[src/rtl/alu_arbiter_pkg.sv]
// alu_arbiter_pkg: shared width default, FSM encoding and ALU op constants
package alu_arbiter_pkg;
    localparam int WIDTH_DEFAULT = 16;
    localparam logic OP_ADD = 1'b0;
    localparam logic OP_SUB = 1'b1;
    typedef enum logic [1:0] {IDLE, EXEC, RESP} state_t;
endpackage

[src/rtl/rr_arbiter2.sv]
// rr_arbiter2: two-way round-robin grant, requester 0 wins the first tie after reset
module rr_arbiter2 (
    input  logic       clk,
    input  logic       reset,
    input  logic [1:0] req,
    input  logic       enable,
    output logic [1:0] grant
);
    logic last_grant;
    always_comb grant = !enable ? 2'b00 : (req == 2'b11) ? (last_grant ? 2'b01 : 2'b10) : req;
    always_ff @(posedge clk) begin
        if (reset) last_grant <= 1'b1;
        else if (|grant) last_grant <= grant[1];
    end
endmodule

[src/rtl/alu_arbiter.sv]
// alu_arbiter: shares one external ALU between two requesters, one transaction in flight
module alu_arbiter
    import alu_arbiter_pkg::*;
#(
    parameter int WIDTH = WIDTH_DEFAULT
) (
    input  logic             clk,
    input  logic             reset,
    input  logic             req0_valid,
    input  logic             req1_valid,
    output logic             req0_ready,
    output logic             req1_ready,
    input  logic [WIDTH-1:0] req0_srca,
    input  logic [WIDTH-1:0] req0_srcb,
    input  logic [WIDTH-1:0] req1_srca,
    input  logic [WIDTH-1:0] req1_srcb,
    input  logic             req0_op,
    input  logic             req1_op,
    output logic [WIDTH-1:0] alu_srca,
    output logic [WIDTH-1:0] alu_srcb,
    output logic             alu_op,
    input  logic [WIDTH-1:0] alu_out,
    input  logic             alu_zero,
    output logic             rsp0_valid,
    output logic             rsp1_valid,
    input  logic             rsp0_ready,
    input  logic             rsp1_ready,
    output logic [WIDTH-1:0] rsp_out,
    output logic             rsp_zero
);
    state_t state, state_nx;
    logic id, op, done;
    logic [WIDTH-1:0] srca, srcb;
    logic [1:0] grant;

    rr_arbiter2 u_arb (
        .clk    (clk),
        .reset  (reset),
        .req    ({req1_valid, req0_valid}),
        .enable (state == IDLE && !reset),
        .grant  (grant)
    );

    always_comb begin
        req0_ready = grant[0];
        req1_ready = grant[1];
        rsp0_valid = state == RESP && !id && !reset;
        rsp1_valid = state == RESP && id && !reset;
        alu_srca   = srca;
        alu_srcb   = srcb;
        alu_op     = op;
        done       = id ? rsp1_ready : rsp0_ready;
        state_nx   = state;
        if (state == IDLE && |grant) state_nx = EXEC;
        else if (state == EXEC) state_nx = RESP;
        else if (state == RESP && done) state_nx = IDLE;
    end

    always_ff @(posedge clk) begin
        if (reset) begin
            state    <= IDLE;
            id       <= 1'b0;
            srca     <= '0;
            srcb     <= '0;
            op       <= OP_ADD;
            rsp_out  <= '0;
            rsp_zero <= 1'b0;
        end else begin
            state <= state_nx;
            if (|grant) begin
                id   <= grant[1];
                srca <= grant[1] ? req1_srca : req0_srca;
                srcb <= grant[1] ? req1_srcb : req0_srcb;
                op   <= grant[1] ? req1_op : req0_op;
            end
            if (state == EXEC) begin
                rsp_out  <= alu_out;
                rsp_zero <= alu_zero;
            end
        end
    end
endmodule
[config.mk]
export PLATFORM = sky130hd
export DESIGN_NAME = alu_arbiter
export DESIGN_NICKNAME = d
export VERILOG_FILES = /design/src/rtl/alu_arbiter_pkg.sv /design/src/rtl/rr_arbiter2.sv /design/src/rtl/alu_arbiter.sv
export SDC_FILE = /design/constraint.sdc
export NUM_CORES = 1
export LEC_CHECK = 0
export CAP_MARGIN = 10
export CORE_MARGIN = 5
export CORE_UTILIZATION = 60
export CTS_BUF_LIST = sky130_fd_sc_hd__clkbuf_8 sky130_fd_sc_hd__clkbuf_16
export CTS_CLUSTER_SIZE = 10
export DETAILED_ROUTE_END_ITERATION = 10
export DONT_BUFFER_PORTS = 1
export MAX_ROUTING_LAYER = met4
export PLACE_DENSITY = 0.76
export SLEW_MARGIN = 10
export SYNTH_ARGS = -nofsm -noshare
export SYNTH_HDL_FRONTEND = slang
export SYNTH_SLANG_ARGS = --single-unit
[constraint.sdc]
create_clock -name clk -period 1.79 [get_ports clk]
set_input_delay 0.358 -clock clk [delete_from_list [all_inputs] [get_ports clk]]
set_output_delay 0.358 -clock clk [all_outputs]
set_load 0.02 [all_outputs]
# Word level (Yosys, flattened, before mapping)
# Index checks and enable logic that the tools add are counted.
# word_totals
ff_bits,54
inputBits,89
elab_cells,36
# op_classes
eq_ne,3
muxes,10
n_reduce_logical,14
# op_table
op,n
$mux 16,2
$mux 2,5
$logic_and 1x1->1,7
$eq 2x2->1 const B,2
$reduce_or 2->1,2
$mux 1,3
$reduce_bool 3->1,1
$eq 2x1->1 const B,1
$logic_not 1->1,2
$logic_not 2->1,1
$reduce_bool 2->1,1

# Logic depth before layout (Yosys ltp)
# logic_depth
depth_word,6
depth_mapped,6
ltp_nobuf,3

# Hierarchy
# Synthesis repeated with hierarchy kept, for this count alone.
# hier_totals
cells_unflattened,280
area_unflattened_um2,2421.1
# modules_own_cells
mod,instances,cells_each,area_each_um2
alu_arbiter,1,272,2362.3
rr_arbiter2,1,8,58.8

# Worst setup path after synthesis
# Ideal clock, no wire load.
# synth_timing
kind,flip-flop to output port
startpoint,register state[0]
endpoint,output req0_ready
arrival_time_ps,1362
required_time_ps,1432
path_slack_ps,70
stages_incl_launch_ff,6
n_path_buf,3
path_cell_list,dfxtp_1 > buf_6 > or3_1 > buf_6 > buf_6 > nor2_1
# synth_between
elab_chain_len,3
# synth_rtl
item,line,text
"start, declared",alu_arbiter.sv:31,"state_t state, state_nx;"
"start signal, assigned",alu_arbiter.sv:69,state <= state_nx;
$logic_not 2->1,alu_arbiter.sv:40,".enable (state == IDLE && !reset),"
$logic_and 1x1->1,alu_arbiter.sv:40,
$mux 2,rr_arbiter2.sv:10,always_comb grant = !enable ? 2'b00 : (req == 2'b11) ? (last_grant ? 2'b01 : 2'b10) : req;
"end, declared",alu_arbiter.sv:11,"output logic req0_ready,"
# No other way between the ends.

# Final worst setup path
# Ends and elaborated chain as after synthesis.

==> metrics.md <==
| Metric | Value |
|---|---|
| Total power | 2.527 mW |
| Critical path arrival | 1.36 ns |
| Row count | 23 |
| Final worst path period need | 1.714 ns |
| GRT Total Usage | 22.76% |
| Post-CTS Resized | 1 |
| Flop and latch count out of synthesis | 54 |
| Final setup fails | 0 |
| Synthesized area | 2482 sq um |
| Worst-Skew Late Latency | 0.30 ns |
| Hold Fails Final Rpt | 0 |
| Gpl congestion | 0.8077 |
| WS Path Type | reg2out |
| Routed length per instance | 19.49 um |
| GR Util met3 | 6.486% |
| 1st-iter DRT viols | 227 |
| Launching point of the worst reg2reg path | state[0]$_SDFFE_PP0P_ |
| Fin Setup TNS | 0 ns |
| Global-route wire length before repair | 9694 um |
| CTS Buf Count | 5 |
| GRT overflow | 0 |
| Num ports | 143 |
| Fin util | 63.56% |
| Max rail drop VDD | 0.0004537 V |
| DIE HEIGHT | 74.32 um |
| Core area | 4000 sq um |
| Fin crit share | 95.74% |
| Initial antenna violation count | 0 |
| Worst slew margin | 56.61% |
| DRC | 0 |
| Unrepaired setup endpoints after global routing | false |
| Hold path cells | 1 |
| Met2 Resource Use GR | 37.89% |
| Detailed-route via count | 2239 |
| Setup Skew | 0.005406 ns |
| Number of port buffers | 0 |
| Cell taking the most area after synthesis | dfxtp_1 |
| CP max FO | 5 |
| CTS sink count | 54 |
| Synth Instances | 299 |
| Req. time, crit path | 1.43 ns |
| Number of flops mapped to enable cells by yosys | 0 |
| Hold Startpoint | reset |
| Top FF cell, synth | dfxtp_1 |
| Initial Util | 62.06% |
| Top cell type's share of synthesized area | 43.55% |
| Async SR Flop Fraction | 0% |
| Yosys warnings | 0 |
| CP Launch Type | register |
| Routing usage on met1 | 26.75% |
| Syn Area/Cell | 8.302 sq um |
| Netlist cell types | 28 |
| Largest net degree at the start of global routing | 59 |
| DP Wirelength | 4486 um |
| Setup crit end kind | output pin |
| Leakage | 0.8231 nW |
| CTS root buf | clkbuf_8 |
| Worst Hold Endpoint | alu_srca[11]$_SDFFE_PP0P_ |
| H-tree Lvls | 2 |
| TritonRoute pass-1 iters | 4 |
| Worst R2R End | alu_srcb[14]$_SDFFE_PP0P_ |
| Die area | 5523 sq um |
| Number of global-route vias before repair | 2085 |
| Fraction of layout cells with a size suffix above 1 | 9.790% |
| Sequential share of the synthesized area | 43.55% |
| MaxCap Viol Count | 0 |
| Post-route antenna net violation count | 0 |
| Reg2Reg Setup Slack | 0.23 ns |
| Final net count | 374 |
| Fmax | 583.5 MHz |
| Area contributors post-synth | dfxtp_1, a311oi_1, a21oi_1, nand3_1, o21ai_0 |
| Reg2Reg Depth | 5 |
| Most common cell in the netlist | dfxtp_1 |
| GR peak layer | met2 |
| TritonCTS clock tree | done |
| Worst-path clk slew | 0.09 ns |
| N_diodes | 0 |
| CTS max path bufs | 2 |
| Cts hold-fix bufs | 0 |
| Die W | 74.32 um |
| Fillers | 378 |
| Vias/cell | 6.664 |
| Post-CTS Setup Inserts | 0 |
| Most instantiated cells after synthesis | dfxtp_1, a21oi_1, nand2_1, a311oi_1, nand3_1 |
| Syn_nets | 388 |
| Area Overhead vs Synth | 2.419% |
| Status | finished clean |
| Hold Crit Class | in2reg |
| Final Max Slew Viols | 0 |
| Pwr/cell area | 994.0 nW/um^2 |
| DRT Wirelength | 6550 um |
| Slew @ Worst Pin | 0.6509 ns |
layout make-up:
cell class	instances	area, sq um	share of cell area [%]
inverter	2	7.507	0.2953
sequential	54	1081	42.52
tap	50	62.56	2.461
clock buffer	6	82.58	3.248
clock inverter	2	8.758	0.3445
multi-input combinational	208	1182	46.51
timing repair buffer	14	117.6	4.626
sequential cells by signal, indices dropped and copies added, names as in the netlist:
name              count
alu_op                1
alu_srca             16
alu_srcb             16
id                    1
rsp_out              16
rsp_zero              1
state                 2
u_arb.last_grant      1
metrics by stage:
step	area (sq um)	worst slack (ns)	hold WS [ns]	cells
CTS	2542	0.05993	0.1084	336
global route	2542	0.001012	0.09841	336
finish	2542	0.07626	0.1198	336
floorplan	2482	0.06957	0.4882	299
detailed placement	2446	0.1914	0.4336	328
global placement	2446	0.2499	0.4321	328
per-layer routing:
metal | vias up | routed length [um]
li1 | 1070 | -
met4 | 0 | 75
met5 | - | 0
met3 | 9 | 647
met2 | 109 | 3309
met1 | 1051 | 2518
placed cells by master, fill, tap and decap left out, drive strengths merged:
cell	count
dfxtp	54
or3	1
nor4bb	1
nand2	35
nor2	6
nand2b	1
a21boi	1
buf	14
nor2b	1
clkinv	1
nor3	1
a22oi	1
nor4b	1
o21bai	1
clkbuf	6
a311oi	33
and3	1
inv	3
mux2i	1
a21oi	53
nand3	33
or2	1
o21ai	35
a21bo	1
how the worst max path moves through the flow:
stage                          start                        end  slack, ns  depth (start not counted)
2_1_floorplan  state[0]$_SDFFE_PP0P_                 req0_ready       0.07                          5
3_3_place_gp                   reset   alu_srca[5]$_SDFFE_PP0P_       0.25                          3
3_5_place_dp                   reset  alu_srca[15]$_SDFFE_PP0P_       0.19                          3
4_1_cts        state[0]$_SDFFE_PP0P_                 req1_ready       0.06                          4
5_1_grt        state[0]$_SDFFE_PP0P_                 req0_ready      0.001                          3
6_report       state[0]$_SDFFE_PP0P_                 req0_ready       0.08                          3
report_power, final:
group / switching (mW) / internal [mW] / total [mW]
registers: 0.175 / 1.30 / 1.47
logic: 0.232 / 0.147 / 0.379
clock network: 0.370 / 0.307 / 0.677
critical path, cell delays in order (launching register included):
cell and delay [ns]:
dfxtp_1 0.33, or3_4 0.44, nor2_1 0.14, buf_4 0.16
kinds of logic (layout without fill, tap and decap cells):
kind of cell | after synthesis | after routing | synth area share, %
compound gates | 125 | 125 | 30.85
simple gates | 82 | 82 | 16.18
flops | 54 | 54 | 43.55
buf+inv | 37 | 24 | 9.023
mux | 1 | 1 | 0.4032
Power figures use the tool's default switching activity.
